File: config.mk
export PLATFORM = sky130hd
export DESIGN_NAME = rename_flow_ctrl_flat
export DESIGN_NICKNAME = d
export VERILOG_FILES = /design/src/rtl/rename_flow_ctrl_if.sv /design/src/rtl/rename_flow_ctrl.sv /design/src/flat_wrapper.sv
export SDC_FILE = /design/constraint.sdc
export NUM_CORES = 1
export LEC_CHECK = 0
export ABC_AREA = 1
export CAP_MARGIN = 20
export CORE_MARGIN = 2
export CORE_UTILIZATION = 42
export DETAILED_ROUTE_END_ITERATION = 8
export GPL_ROUTABILITY_DRIVEN = 1
export PLACE_DENSITY = 0.69
export RECOVER_POWER = 25
export SLEW_MARGIN = 30
export SYNTH_ARGS = -nofsm -noshare
export SYNTH_HDL_FRONTEND = slang
export SYNTH_SLANG_ARGS = --single-unit
export TNS_END_PERCENT = 30
File: constraint.sdc
create_clock -name clk -period 2.17 [get_ports clk]
set_input_delay 0.434 -clock clk [delete_from_list [all_inputs] [get_ports clk]]
set_output_delay 0.434 -clock clk [all_outputs]
set_load 0.1 [all_outputs]
File: src/rtl/rename_flow_ctrl_if.sv
// Handshake and status bundle between decode/commit and the
// rename flow controller.
interface rename_flow_ctrl_if #(
  parameter int CNT_W = 32
);
  logic             flush_req;
  logic             commit_busy;
  logic             allocatable;
  logic             rob_full;
  logic             iq_full;
  logic             dec_valid;
  logic             dec_ready;
  logic             rename_fire;
  logic             pause_rename;
  logic             recover;
  logic             frontend_flush;
  logic             busy;
  logic [CNT_W-1:0] stall_cnt;

  modport master (
    output flush_req, commit_busy, allocatable,
    output rob_full, iq_full, dec_valid,
    input  dec_ready, rename_fire, pause_rename,
    input  recover, frontend_flush, busy, stall_cnt
  );

  modport slave (
    input  flush_req, commit_busy, allocatable,
    input  rob_full, iq_full, dec_valid,
    output dec_ready, rename_fire, pause_rename,
    output recover, frontend_flush, busy, stall_cnt
  );
endinterface

File: src/rtl/rename_flow_ctrl.sv
// Rename stage sequencer: run/drain/recover/resume flush flow
// plus a saturating rename-stall counter.
module rename_flow_ctrl #(
  parameter int RECOVER_CYCLES = 2,
  parameter int CNT_W          = 32
) (
  input  logic               clk,
  input  logic               rst,
  rename_flow_ctrl_if.slave  bus
);

  typedef enum logic [1:0] {
    S_RUN,
    S_DRAIN,
    S_RECOVER,
    S_RESUME
  } state_e;

  localparam logic [3:0] LP_LOAD = 4'(RECOVER_CYCLES - 1);

  state_e           r_state;
  state_e           w_next;
  logic [3:0]       r_cnt;
  logic [3:0]       w_cnt_nxt;
  logic             r_recover;
  logic             r_fflush;
  logic             w_fflush_nxt;
  logic [CNT_W-1:0] r_stall;
  logic             w_pause_run;
  logic             w_pause;
  logic             w_ready;
  logic             w_stall_inc;

  assign w_pause_run = bus.rob_full | bus.iq_full
                     | ~bus.allocatable;

  always_comb begin
    w_next       = r_state;
    w_cnt_nxt    = r_cnt;
    w_pause      = 1'b1;
    w_ready      = 1'b0;
    w_fflush_nxt = 1'b0;
    unique case (1'b1)
      (r_state == S_RUN): begin
        w_pause = w_pause_run;
        w_ready = ~w_pause_run & ~bus.flush_req;
        if (bus.flush_req) begin
          w_next       = S_DRAIN;
          w_fflush_nxt = 1'b1;
        end
      end
      (r_state == S_DRAIN): begin
        // a flush here is already covered by the one in flight
        if (!bus.commit_busy) begin
          w_next    = S_RECOVER;
          w_cnt_nxt = LP_LOAD;
        end
      end
      (r_state == S_RECOVER): begin
        if (bus.flush_req) begin
          w_next       = S_DRAIN;
          w_cnt_nxt    = 4'd0;
          w_fflush_nxt = 1'b1;
        end else if (r_cnt == 4'd0) begin
          w_next = S_RESUME;
        end else begin
          w_cnt_nxt = r_cnt - 4'd1;
        end
      end
      (r_state == S_RESUME): begin
        if (bus.flush_req) begin
          w_next       = S_DRAIN;
          w_fflush_nxt = 1'b1;
        end else begin
          w_next = S_RUN;
        end
      end
      default: begin
        w_next    = S_RUN;
        w_cnt_nxt = 4'd0;
      end
    endcase
  end

  assign w_stall_inc = (r_state == S_RUN) & bus.dec_valid
                     & ~w_ready & ~(&r_stall);

  always_ff @(posedge clk) begin
    if (rst) begin
      r_state   <= S_RUN;
      r_cnt     <= 4'd0;
      r_recover <= 1'b0;
      r_fflush  <= 1'b0;
      r_stall   <= '0;
    end else begin
      r_state   <= w_next;
      r_cnt     <= w_cnt_nxt;
      r_recover <= (w_next == S_RECOVER);
      r_fflush  <= w_fflush_nxt;
      if (w_stall_inc) begin
        r_stall <= r_stall + 1'b1;
      end
    end
  end

  assign bus.dec_ready      = w_ready;
  assign bus.rename_fire    = bus.dec_valid & w_ready;
  assign bus.pause_rename   = w_pause;
  assign bus.recover        = r_recover;
  assign bus.frontend_flush = r_fflush;
  assign bus.busy           = (r_state != S_RUN);
  assign bus.stall_cnt      = r_stall;

endmodule

File: src/flat_wrapper.sv
// flat-port wrapper written by rule: the top's interface ports become plain ports
module rename_flow_ctrl_flat 
#(
  parameter int RECOVER_CYCLES = 2,
  parameter int CNT_W          = 32
)
  (clk, rst, bus_flush_req, bus_commit_busy, bus_allocatable, bus_rob_full, bus_iq_full, bus_dec_valid, bus_dec_ready, bus_rename_fire, bus_pause_rename, bus_recover, bus_frontend_flush, bus_busy, bus_stall_cnt);
  rename_flow_ctrl_if #(.CNT_W(CNT_W)) bus_i ();
  input  logic clk;
  input  logic rst;
  input wire logic [$bits(bus_i.flush_req)-1:0] bus_flush_req;
  input wire logic [$bits(bus_i.commit_busy)-1:0] bus_commit_busy;
  input wire logic [$bits(bus_i.allocatable)-1:0] bus_allocatable;
  input wire logic [$bits(bus_i.rob_full)-1:0] bus_rob_full;
  input wire logic [$bits(bus_i.iq_full)-1:0] bus_iq_full;
  input wire logic [$bits(bus_i.dec_valid)-1:0] bus_dec_valid;
  output wire logic [$bits(bus_i.dec_ready)-1:0] bus_dec_ready;
  output wire logic [$bits(bus_i.rename_fire)-1:0] bus_rename_fire;
  output wire logic [$bits(bus_i.pause_rename)-1:0] bus_pause_rename;
  output wire logic [$bits(bus_i.recover)-1:0] bus_recover;
  output wire logic [$bits(bus_i.frontend_flush)-1:0] bus_frontend_flush;
  output wire logic [$bits(bus_i.busy)-1:0] bus_busy;
  output wire logic [$bits(bus_i.stall_cnt)-1:0] bus_stall_cnt;
  assign bus_i.flush_req = bus_flush_req;
  assign bus_i.commit_busy = bus_commit_busy;
  assign bus_i.allocatable = bus_allocatable;
  assign bus_i.rob_full = bus_rob_full;
  assign bus_i.iq_full = bus_iq_full;
  assign bus_i.dec_valid = bus_dec_valid;
  assign bus_dec_ready = bus_i.dec_ready;
  assign bus_rename_fire = bus_i.rename_fire;
  assign bus_pause_rename = bus_i.pause_rename;
  assign bus_recover = bus_i.recover;
  assign bus_frontend_flush = bus_i.frontend_flush;
  assign bus_busy = bus_i.busy;
  assign bus_stall_cnt = bus_i.stall_cnt;
  rename_flow_ctrl #(.RECOVER_CYCLES(RECOVER_CYCLES), .CNT_W(CNT_W)) u_core (.clk(clk), .rst(rst), .bus(bus_i));
endmodule
== After elaboration in Yosys (flattened, before gate mapping) ==
Cells that the tools add are included.
Storage, ports and cells
  flip-flop bits (word level): 40
  output and inout bits: 38
  logic and storage cells: 48
Operators by class
  add/sub/neg operators: 2
  eq/ne operators: 6
  muxes and demuxes: 13
  bitwise operators: 14
  reduce and logical (&&, ||, !) cells: 8
Operators with widths (number)
  $add A32 B1 Y32 const B: 1
  $reduce_and A32 Y1: 1
  $mux W4: 3
  $pmux W4 S3: 1
  $mux W2: 4
  $pmux W2 S4: 1
  $not A1 Y1: 7
  $eq A2 B2 Y1 const B: 3
  $and A1 B1 Y1: 5
  $logic_not A4 Y1: 1
  $mux W1: 4
  $reduce_or A2 Y1: 2
  $sub A4 B1 Y4 const B: 1
  $ne A3 B3 Y1 const B: 1
  $reduce_and A3 Y1: 1
  $reduce_or A3 Y1: 1
  $eq A2 B1 Y1 const B: 1
  $logic_not A2 Y1: 1
  $ne A2 B2 Y1 const B: 1
  $or A1 B1 Y1: 2
  $reduce_bool A2 Y1: 1

== Longest topological paths before layout ==
Gate-level depths: netlist of the first run.
  word-level depth: 8
  depth in mapped cells: 11
  gate-level depth less buffers: 10

== Worst setup path before layout of the first run ==
Ideal clock, no wire load.
  kind: reg2out
  from: register u_core.r_state[0]
  to: output port bus_rename_fire
  arrival: 2056 ps
  data required time: 1736 ps
  path slack: -320 ps
  stages on the path, launching flop included: 7
  path through: dfxtp_1 -> inv_1 -> ha_1 -> nand2_1 -> inv_1 -> nand3_1 -> nor2_1
Between the ends
  longest elaborated chain between the ends: 3
RTL lines
  start: declaration: RTL line rename_flow_ctrl.sv:21  | state_e r_state;
  start signal: assignment: RTL line rename_flow_ctrl.sv:96  | r_state <= w_next;
  $logic_not A2 Y1: RTL line rename_flow_ctrl.sv:44  | (r_state == S_RUN): begin
  $mux W1: RTL line rename_flow_ctrl.sv:43  | unique case (1'b1)
  $and A1 B1 Y1: RTL line rename_flow_ctrl.sv:107  | assign bus.rename_fire = bus.dec_valid & w_ready;
  end: declaration: RTL line flat_wrapper.sv:18  | output wire logic [$bits(bus_i.rename_fire)-1:0] bus_rename_fire;
Every way passes these cells.

== Worst setup path after layout of the first run ==
  from: register u_core.r_state[1]
  to: output port bus_rename_fire
The elaborated chain is that of the path after synthesis.

==> results.py, run 1 <==
metrics = {
    "routing": {
        "drt-total-wl_um": 6610,
        "num_vias": 2696,
        "ant_nets": 0,
        "dr.pass1.iters": 4,
        "post-route-drc-count": 0,
        "drtIter0Drc": 95,
        "wire_per_inst_um": 12.1,
        "viasPerCell": 4.94,
    },
    "floorplan": {
        "dieArea_um2": 6990,
        "initial_core_util_pct": 44.1,
        "fp.dieH_um": 83.6,
        "io_pins": 46,
        "rows": 28,
        "die_w_um": 83.6,
        "core_area_um2": 6030,
    },
    "global_route": {
        "grtUsageTotal_pct": 19.6,
        "antenna_found_initial": 0,
        "grt_pass1_wl_um": 11600,
        "grt_start_max_net_pins": 29,
        "met3_usage_pct": 2.97,
        "grt_use_met1_pct": 23.4,
        "grt_overflow": 0,
        "use_met2_pct": 36.3,
        "grt_pass1_vias": 2571,
        "busiest_layer": "met2",
    },
    "sta": {
        "finClkSkew_ns": 0.0106,
        "rsz0062_at_grt": "no",
        "timing.final.ws_setup_ns": 0.147,
        "period_share_pct": 93.2,
        "setup_tns_ns": 0,
        "max_freq_ghz": 0.494,
        "final-hold-violation-count": 0,
        "fin_crit_ns": 2.02,
        "setup_viol": 0,
        "timing.slew.headroom_pct": 50.8,
        "worstMarginPinSlew_ns": 0.739,
        "maxSlewViolCount": 0,
    },
    "yosys": {
        "syn-num-nets": 434,
        "synthArstFlopShare_pct": 0,
        "netlist_instances": 419,
        "avgSynthCellArea_um2": 6.35,
        "synth_edf_count": 0,
        "ys_warn_count": 0,
        "synth_seq_cells": 40,
        "syn_area_um2": 2660,
        "ys_seq_area_share_pct": 30.1,
        "ys.flop_type": "dfxtp_1",
        "synth_cell_types": 24,
    },
    "worst_setup_path": {
        "cp_common_cell": "inv_1",
        "crit_chain": "inv_1 > ha_2 > nand2_1 > inv_1 > nand3_1 > nor2_2 > buf_12",
        "r2r_slack_ns": 0.35,
        "path_class": "reg2out",
        "cp-start-kind": "flop",
        "worst_ep_required_time_ns": 1.74,
        "cp_max_fo": 4,
        "slowest_stage": "dfxtp_1",
        "crit_family": "buffers and inverters",
        "cp.arrival_ns": 1.59,
        "slowest_delay_ns": 0.34,
        "critPathCaptureType": "output port",
        "cp_num_buf_inv": 3,
    },
    "power": {
        "p_int_mw": 1.23,
        "p_leak_nw": 1.35,
        "p_per_area_nw_per_um2": 543,
        "pwr-share-seq_pct": 44.0,
        "combPwrFrac_pct": 18.5,
        "switching_power_mw": 0.535,
        "switching_share_pct": 30.4,
        "pwr-share-clk_pct": 37.5,
        "finalPower_mw": 1.76,
        "worst_ir_drop_vdd_mv": 0.337,
    },
    "cts": {
        "clockBufferDepth": 2,
        "cts_buffers": 5,
        "numClockSinks": 40,
        "postCtsHoldBufs": 0,
        "postCtsSetupRepairBufs": 0,
        "cts_root_buf": "clkbuf_8",
        "htree_levels": 2,
        "cts.clk_slew.worst_paths_ns": 0.09,
        "cts_tree": "yes",
        "cts-resized-gates": 0,
        "insertion_delay_ns": 0.29,
    },
    "placement": {
        "preCtsSetupSlack_ns": 0.231,
        "gp_congestion": 0.958,
        "hpwl_um": 5150,
        "io_buffers": 45,
    },
    "final_layout": {
        "layout-drive-gt1-share_pct": 24.2,
        "final_common_cell": "nand2_1",
        "diodes": 0,
        "area_growth_pct": 22.2,
        "finish.net_count": 485,
        "final_cell_mix": "146 x nand2_1, 64 x nor2_1, 43 x inv_1",
    },
    "worst_hold_path": {
        "hold_path.class": "reg2reg",
    },
    "outcome": {
        "status": "finished, final reports clean",
    },
    "flow_run": {
        "maxCapViolCount": 0,
    },
}
worst register-to-register path, stage by stage (launching register included):
cell and delay (ns):
dfxtp_2 0.41, ha_1 0.22, nand2_2 0.08, nor2_4 0.13, nand2_4 0.13, nor2_8 0.16
nand2_4 0.09, nand2_4 0.08, buf_4 0.22, nand2_1 0.10, a21oi_2 0.13
per-layer routing:
metal / share of wire, % / wire length [um]
met5: 0 / 0
met4: 1.2 / 82
met3: 3.5 / 232
met2: 50 / 3310
met1: 45 / 2990
sequential cells by signal, summed over array words and instances (netlist names):
name / count
u_core.bus.stall_cnt: 32
u_core.r_cnt: 4
u_core.r_state: 2
u_core.bus.recover: 1
u_core.bus.frontend_flush: 1
logic make-up (layout without fill, tap and decap cells):
kind of cell             after synthesis  in the layout  synth area share (%)
flip-flops                            40             40                  30.1
XOR/XNOR                              16             16                  5.27
adder cells (fa/ha/maj)                7              7                  3.29
buffers and inverters                 53            105                  9.13
AO/OA/AOI/OAI                         38             38                  9.27
AND/OR/NAND/NOR                      265            265                  42.9
cells in the mapped netlist, types with 4 or more instances:
| cell type | instances | share of area (%) |
|---|---|---|
| nand2_1 | 146 | 21 |
| xor2_1 | 12 | 4.0 |
| a21oi_2 | 13 | 4.3 |
| inv_1 | 44 | 6.2 |
| nor2_1 | 65 | 9.2 |
| xnor2_1 | 4 | 1.3 |
| dfxtp_1 | 40 | 30 |
| ha_1 | 7 | 3.3 |
| nand3_1 | 19 | 3.6 |
| nor2_2 | 4 | 0.94 |
| nand4_1 | 7 | 1.6 |
| buf_6 | 4 | 1.7 |
| nand2_2 | 14 | 3.3 |
| o21ai_0 | 5 | 0.94 |
| a21oi_1 | 17 | 3.2 |
metrics by stage:
stage	cell area [um2]	util (%)	std cells	hold slack, ns
final	3250	53.9	546	0.495
after global routing	3250	53.9	546	0.533
after CTS	3290	54.6	546	0.497
after detailed placement	3170	52.6	538	0.488
after global placement	3170	52.6	538	0.481
after floorplan	2690	-	419	0.480
path summary, 6_finish.rpt:
kind,cells after the start,endpoint,from
setup / recovery,7,bus_rename_fire,u_core.r_state[1]
hold / removal,2,u_core.bus.stall_cnt[3],u_core.bus.stall_cnt[3]
setup reg to reg,10,u_core.bus.stall_cnt[11],u_core.bus.stall_cnt[0]
hold reg to reg,2,u_core.bus.stall_cnt[3],u_core.bus.stall_cnt[3]
final cells by class:
cell class / count / area (um2)
inverters: 45 / 171
flip-flops and latches: 40 / 826
repair buffers: 52 / 415
multi-input cells: 326 / 1620
fillers: 652 / 2780
clock inverters: 2 / 38.8
well taps: 75 / 93.8
clock buffers: 6 / 82.6
power by group through the flow:
stage	sequential, mW	combinational, mW	clock (mW)
5_1_grt	0.779	0.356	0.697
6_report	0.775	0.326	0.662
3_3_place_gp	0.792	0.321	0
3_5_place_dp	0.792	0.328	0
2_1_floorplan	0.837	0.205	0
4_1_cts	0.775	0.329	0.670
No activity file was read; power rests on OpenSTA's default activity.
==> run 2: changes to the inputs <==
--- a/config.mk
+++ b/config.mk
@@ -7,11 +7,10 @@
 export LEC_CHECK = 0
 export ABC_AREA = 1
 export CAP_MARGIN = 20
-export CORE_MARGIN = 2
 export CORE_UTILIZATION = 42
 export DETAILED_ROUTE_END_ITERATION = 8
 export GPL_ROUTABILITY_DRIVEN = 1
-export PLACE_DENSITY = 0.69
+export PLACE_DENSITY = 0.77
 export RECOVER_POWER = 25
 export SLEW_MARGIN = 30
 export SYNTH_ARGS = -nofsm -noshare
==> run 2 against run 1 <==
Net effect: sequential power about the same; design area increased by 0.85%; critical path type unchanged; via count increased by 2.1%; power increased by 11%; global-route usage increased by 1.9 points; clock power increased by 30%; worst setup slack improved by 0.026 ns; first-iteration DRC count increased by 66%; cell count decreased by 0.18%; highest routed layer unchanged; worst hold slack got worse by 0.0080 ns; count of clock-buffer cells in the layout decreased by 1; register-to-register slack got worse by 0.05 ns.
==> results.py, run 2 (synthesized netlist as in run 1, its figures left out) <==
metrics = {
    "global_route": {
        "grt_overflow": 0,
        "antenna_found_initial": 0,
        "grt_pass1_wl_um": 11100,
        "grt_start_max_net_pins": 29,
        "grtUsageTotal_pct": 21.5,
        "grt_pass1_vias": 2490,
    },
    "final_layout": {
        "final_common_cell": "nand2_1",
        "diodes": 0,
        "design_area_um2": 3280,
        "finish.net_count": 484,
        "largest_register_ffs": 32,
        "stdcell_count": 545,
        "utilization_pct": 54.4,
        "area_growth_pct": 23.2,
        "final_cell_mix": "146 x nand2_1, 64 x nor2_1, 44 x inv_1",
        "layout-drive-gt1-share_pct": 23.6,
        "fillers": 607,
    },
    "sta": {
        "worstMarginPinSlew_ns": 0.746,
        "period_share_pct": 92.0,
        "max_freq_ghz": 0.501,
        "setup_viol": 0,
        "fin_crit_ns": 2.00,
        "rsz0062_at_grt": "no",
        "maxSlewViolCount": 0,
        "timing.final.ws_setup_ns": 0.173,
        "finClkSkew_ns": 0.00438,
        "setup_tns_ns": 0,
        "timing.slew.headroom_pct": 50.3,
        "final-hold-violation-count": 0,
        "fin_hold_ws_ns": 0.487,
    },
    "floorplan": {
        "io_pins": 46,
        "rows": 28,
        "core_area_um2": 6030,
        "die_w_um": 81.6,
        "dieArea_um2": 6660,
        "fp.dieH_um": 81.6,
        "initial_core_util_pct": 44.1,
    },
    "worst_setup_path": {
        "reg2reg_depth": 10,
        "r2r_end": "u_core.bus.stall_cnt[8]",
        "cp.arrival_ns": 1.56,
        "critPathCaptureType": "output port",
        "path_class": "reg2out",
        "cp-start-kind": "flop",
        "r2r_slack_ns": 0.30,
        "reg2reg_from": "u_core.bus.stall_cnt[0]",
        "cp_max_fo": 4,
        "worst_ep_required_time_ns": 1.74,
    },
    "routing": {
        "ant_nets": 0,
        "drt-total-wl_um": 6710,
        "viasPerCell": 5.05,
        "drtIter0Drc": 158,
        "num_vias": 2752,
        "wire_per_inst_um": 12.3,
        "post-route-drc-count": 0,
        "dr.pass1.iters": 4,
    },
    "placement": {
        "hpwl_um": 4990,
        "gp_congestion": 0.946,
        "io_buffers": 45,
        "postPlaceCellArea_um2": 3160,
        "dp_cells": 537,
        "preCtsSetupSlack_ns": 0.196,
    },
    "outcome": {
        "status": "finished, final reports clean",
    },
    "power": {
        "switching_power_mw": 0.534,
        "pwr-share-seq_pct": 39.6,
        "switching_share_pct": 27.3,
        "p_int_mw": 1.42,
        "p_leak_nw": 1.36,
        "worst_ir_drop_vdd_mv": 0.381,
        "finalPower_mw": 1.96,
        "p_per_area_nw_per_um2": 597,
        "combPwrFrac_pct": 16.4,
        "pwr-share-clk_pct": 44.0,
    },
    "cts": {
        "cts_tree": "yes",
        "cts-resized-gates": 0,
        "numClockSinks": 40,
        "insertion_delay_ns": 0.30,
        "cts.clk_slew.worst_paths_ns": 0.08,
        "postCtsSetupRepairBufs": 0,
        "cts_root_buf": "clkbuf_8",
        "cts_buffers": 5,
        "clockBufferDepth": 2,
        "htree_levels": 2,
        "postCtsHoldBufs": 0,
    },
    "worst_hold_path": {
        "hold_path.class": "reg2reg",
        "hold_start": "u_core.bus.stall_cnt[3]",
        "worstHoldPathCells": 2,
        "min_to": "u_core.bus.stall_cnt[3]",
    },
    "flow_run": {
        "maxCapViolCount": 0,
    },
}
run 2: cell type report:
class / count / area (um2) / area share (%)
well taps: 75 / 93.8 / 2.86
repair buffers: 51 / 408 / 12.4
clock buffers: 5 / 68.8 / 2.10
flip-flops and latches: 40 / 826 / 25.2
clock inverters: 3 / 90.1 / 2.75
inverters: 45 / 171 / 5.23
multi-input cells: 326 / 1620 / 49.4
run 2: power by group through the flow:
stage / registers [mW] / logic [mW] / clock network (mW)
floorplan: 0.837 / 0.205 / 0
global placement: 0.791 / 0.319 / 0
detailed placement: 0.792 / 0.324 / 0
CTS: 0.775 / 0.326 / 0.874
global route: 0.779 / 0.349 / 0.893
finish: 0.775 / 0.322 / 0.861
run 2: worst max-delay path by stage:
| stage | slack [ns] | start | depth (start not counted) | end |
|---|---|---|---|---|
| 6_report | 0.17 | u_core.r_state[0] | 7 | bus_rename_fire |
| 5_1_grt | 0.06 | u_core.r_state[0] | 7 | bus_rename_fire |
| 3_3_place_gp | 0.25 | bus_iq_full | 5 | bus_rename_fire |
| 4_1_cts | 0.16 | u_core.r_state[0] | 7 | bus_rename_fire |
| 2_1_floorplan | 0.001 | u_core.bus.stall_cnt[26] | 10 | u_core.bus.stall_cnt[25] |
| 3_5_place_dp | 0.20 | bus_flush_req | 9 | u_core.bus.stall_cnt[8] |
run 2: routing by layer:
layer / share of wire (%) / track usage [%] / up-vias
met1: 47 / 28.1 / 1261
met4: 1.6 / 6.32 / 0
met2: 47 / 36.3 / 80
met3: 5.1 / 3.33 / 10
met5: 0 / 0 / -
li1: - / - / 1401
run 2: critical path, cell delays in order, from the launching register on:
cell     delay [ns]
dfxtp_1        0.34
inv_1          0.13
ha_1           0.23
nand2_1        0.06
inv_1          0.07
nand3_1        0.10
nor2_2         0.15
buf_12         0.19
==> run 3: changes to the inputs <==
--- a/config.mk
+++ b/config.mk
@@ -16,4 +16,4 @@
 export SYNTH_ARGS = -nofsm -noshare
 export SYNTH_HDL_FRONTEND = slang
 export SYNTH_SLANG_ARGS = --single-unit
-export TNS_END_PERCENT = 30
+export TNS_END_PERCENT = 10
==> run 3 against run 2 <==
Net effect: first-iteration DRC count increased by 12%; design area rose by 0.11%; register-to-register slack improved by 0.07 ns; die area unchanged; critical path type unchanged; largest cell class unchanged; largest power group unchanged.
==> results.py, run 3 (synthesized netlist as in run 1, its figures left out) <==
metrics = {
    "floorplan": {
        "io_pins": 46,
        "core_area_um2": 6030,
        "initial_core_util_pct": 44.1,
        "dieArea_um2": 6660,
        "rows": 28,
        "fp.dieH_um": 81.6,
        "die_w_um": 81.6,
    },
    "worst_setup_path": {
        "slowest_stage": "dfxtp_1",
        "crit_family": "buffers and inverters",
        "cp_common_cell": "inv_1",
        "critPathCaptureType": "output port",
        "worst_ep_required_time_ns": 1.74,
        "crit_chain": "inv_1 > ha_1 > nand2_1 > inv_1 > nand3_1 > nor2_2 > buf_12",
        "cp_max_fo": 4,
        "cp_num_cells": 7,
        "cp.arrival_ns": 1.58,
        "cp-start-kind": "flop",
        "path_class": "reg2out",
        "cp_num_buf_inv": 3,
        "reg2reg_depth": 10,
        "slowest_delay_ns": 0.34,
    },
    "cts": {
        "postCtsHoldBufs": 0,
        "numClockSinks": 40,
        "htree_levels": 2,
        "postCtsSetupRepairBufs": 0,
        "clockBufferDepth": 2,
        "cts-resized-gates": 0,
        "cts_root_buf": "clkbuf_8",
        "cts_tree": "yes",
        "insertion_delay_ns": 0.30,
        "cts.clk_slew.worst_paths_ns": 0.08,
        "cts_buffers": 5,
    },
    "placement": {
        "dp_cells": 536,
        "postPlaceCellArea_um2": 3160,
        "gp_congestion": 0.958,
        "io_buffers": 45,
        "hpwl_um": 4740,
    },
    "sta": {
        "setup_viol": 0,
        "finClkSkew_ns": 0.00627,
        "worstMarginPinSlew_ns": 0.545,
        "setup_tns_ns": 0,
        "timing.slew.headroom_pct": 63.8,
        "rsz0062_at_grt": "no",
        "fin_crit_ns": 2.01,
        "maxSlewViolCount": 0,
        "max_freq_ghz": 0.497,
        "period_share_pct": 92.8,
        "final-hold-violation-count": 0,
    },
    "global_route": {
        "busiest_layer": "met2",
        "met3_usage_pct": 5.00,
        "grt_start_max_net_pins": 31,
        "use_met2_pct": 34.8,
        "antenna_found_initial": 0,
        "grt_use_met1_pct": 26.0,
        "grtUsageTotal_pct": 20.8,
        "grt_overflow": 0,
        "grt_pass1_vias": 2403,
        "grt_pass1_wl_um": 10600,
    },
    "routing": {
        "wire_per_inst_um": 11.4,
        "num_vias": 2650,
        "drtIter0Drc": 177,
        "ant_nets": 0,
        "drt-total-wl_um": 6190,
        "dr.pass1.iters": 5,
        "post-route-drc-count": 0,
        "viasPerCell": 4.87,
    },
    "worst_hold_path": {
        "worstHoldPathCells": 2,
        "hold_path.class": "reg2reg",
    },
    "power": {
        "p_leak_nw": 1.36,
        "finalPower_mw": 1.95,
        "p_per_area_nw_per_um2": 595,
        "worst_ir_drop_vdd_mv": 0.341,
    },
    "final_layout": {
        "area_growth_pct": 23.3,
        "final_cell_mix": "146 x nand2_1, 64 x nor2_1, 44 x inv_1",
        "finish.net_count": 483,
        "final_common_cell": "nand2_1",
        "layout-drive-gt1-share_pct": 23.2,
        "diodes": 0,
        "stdcell_count": 544,
        "largest_register_ffs": 32,
        "design_area_um2": 3280,
    },
    "outcome": {
        "status": "finished, final reports clean",
    },
    "flow_run": {
        "maxCapViolCount": 0,
    },
}
run 3: changes by cell type in the layout (fill, tap and decap cells not counted):
cell             previous run  this run
buf_4                      23        21
buf_12                      4         5
clkdlybuf4s50_1             6         7
dfxtp_1                    20        21
dfxtp_2                    20        19
dlygate4sd3_1               1         0
run 3: area by class of cell:
| type | count | area, um2 |
|---|---|---|
| clock buffers | 5 | 68.8 |
| fillers | 591 | 2750 |
| multi-input cells | 326 | 1620 |
| inverters | 45 | 171 |
| flip-flops and latches | 40 | 825 |
| clock inverters | 3 | 90.1 |
| well taps | 75 | 93.8 |
| repair buffers | 50 | 413 |
run 3: through the flow:
step / util, % / setup WS [ns] / hold WS [ns]
CTS: 55.1 / 0.159 / 0.487
global route: 54.4 / 0.0668 / 0.502
floorplan: - / -0.00104 / 0.480
global placement: 52.5 / 0.257 / 0.476
finish: 54.4 / 0.156 / 0.484
detailed placement: 52.5 / 0.179 / 0.475
run 3: path summary, 6_finish.rpt:
path                           startpoint                      end  slack, ns
setup / recovery        u_core.r_state[0]          bus_rename_fire       0.16
hold / removal    u_core.bus.stall_cnt[3]  u_core.bus.stall_cnt[3]       0.48
setup reg to reg  u_core.bus.stall_cnt[0]  u_core.bus.stall_cnt[6]       0.37
hold reg to reg   u_core.bus.stall_cnt[3]  u_core.bus.stall_cnt[3]       0.48
run 3: tightest hold or removal path, stage by stage, from the launching register on:
cell and delay, ns:
dfxtp_2 0.34, nand2_1 0.06, a21oi_1 0.05
run 3: power breakdown:
| group | internal, mW | switching (mW) | total [mW] |
|---|---|---|---|
| clock network | 0.575 | 0.278 | 0.854 |
| registers | 0.756 | 0.0185 | 0.774 |
| logic | 0.0976 | 0.227 | 0.324 |
run 3: layer usage:
metal	up-vias	part of all wire [%]
li1	1392	-
met1	1187	46
met4	0	1.6
met2	64	46
met5	-	0
met3	7	6.5
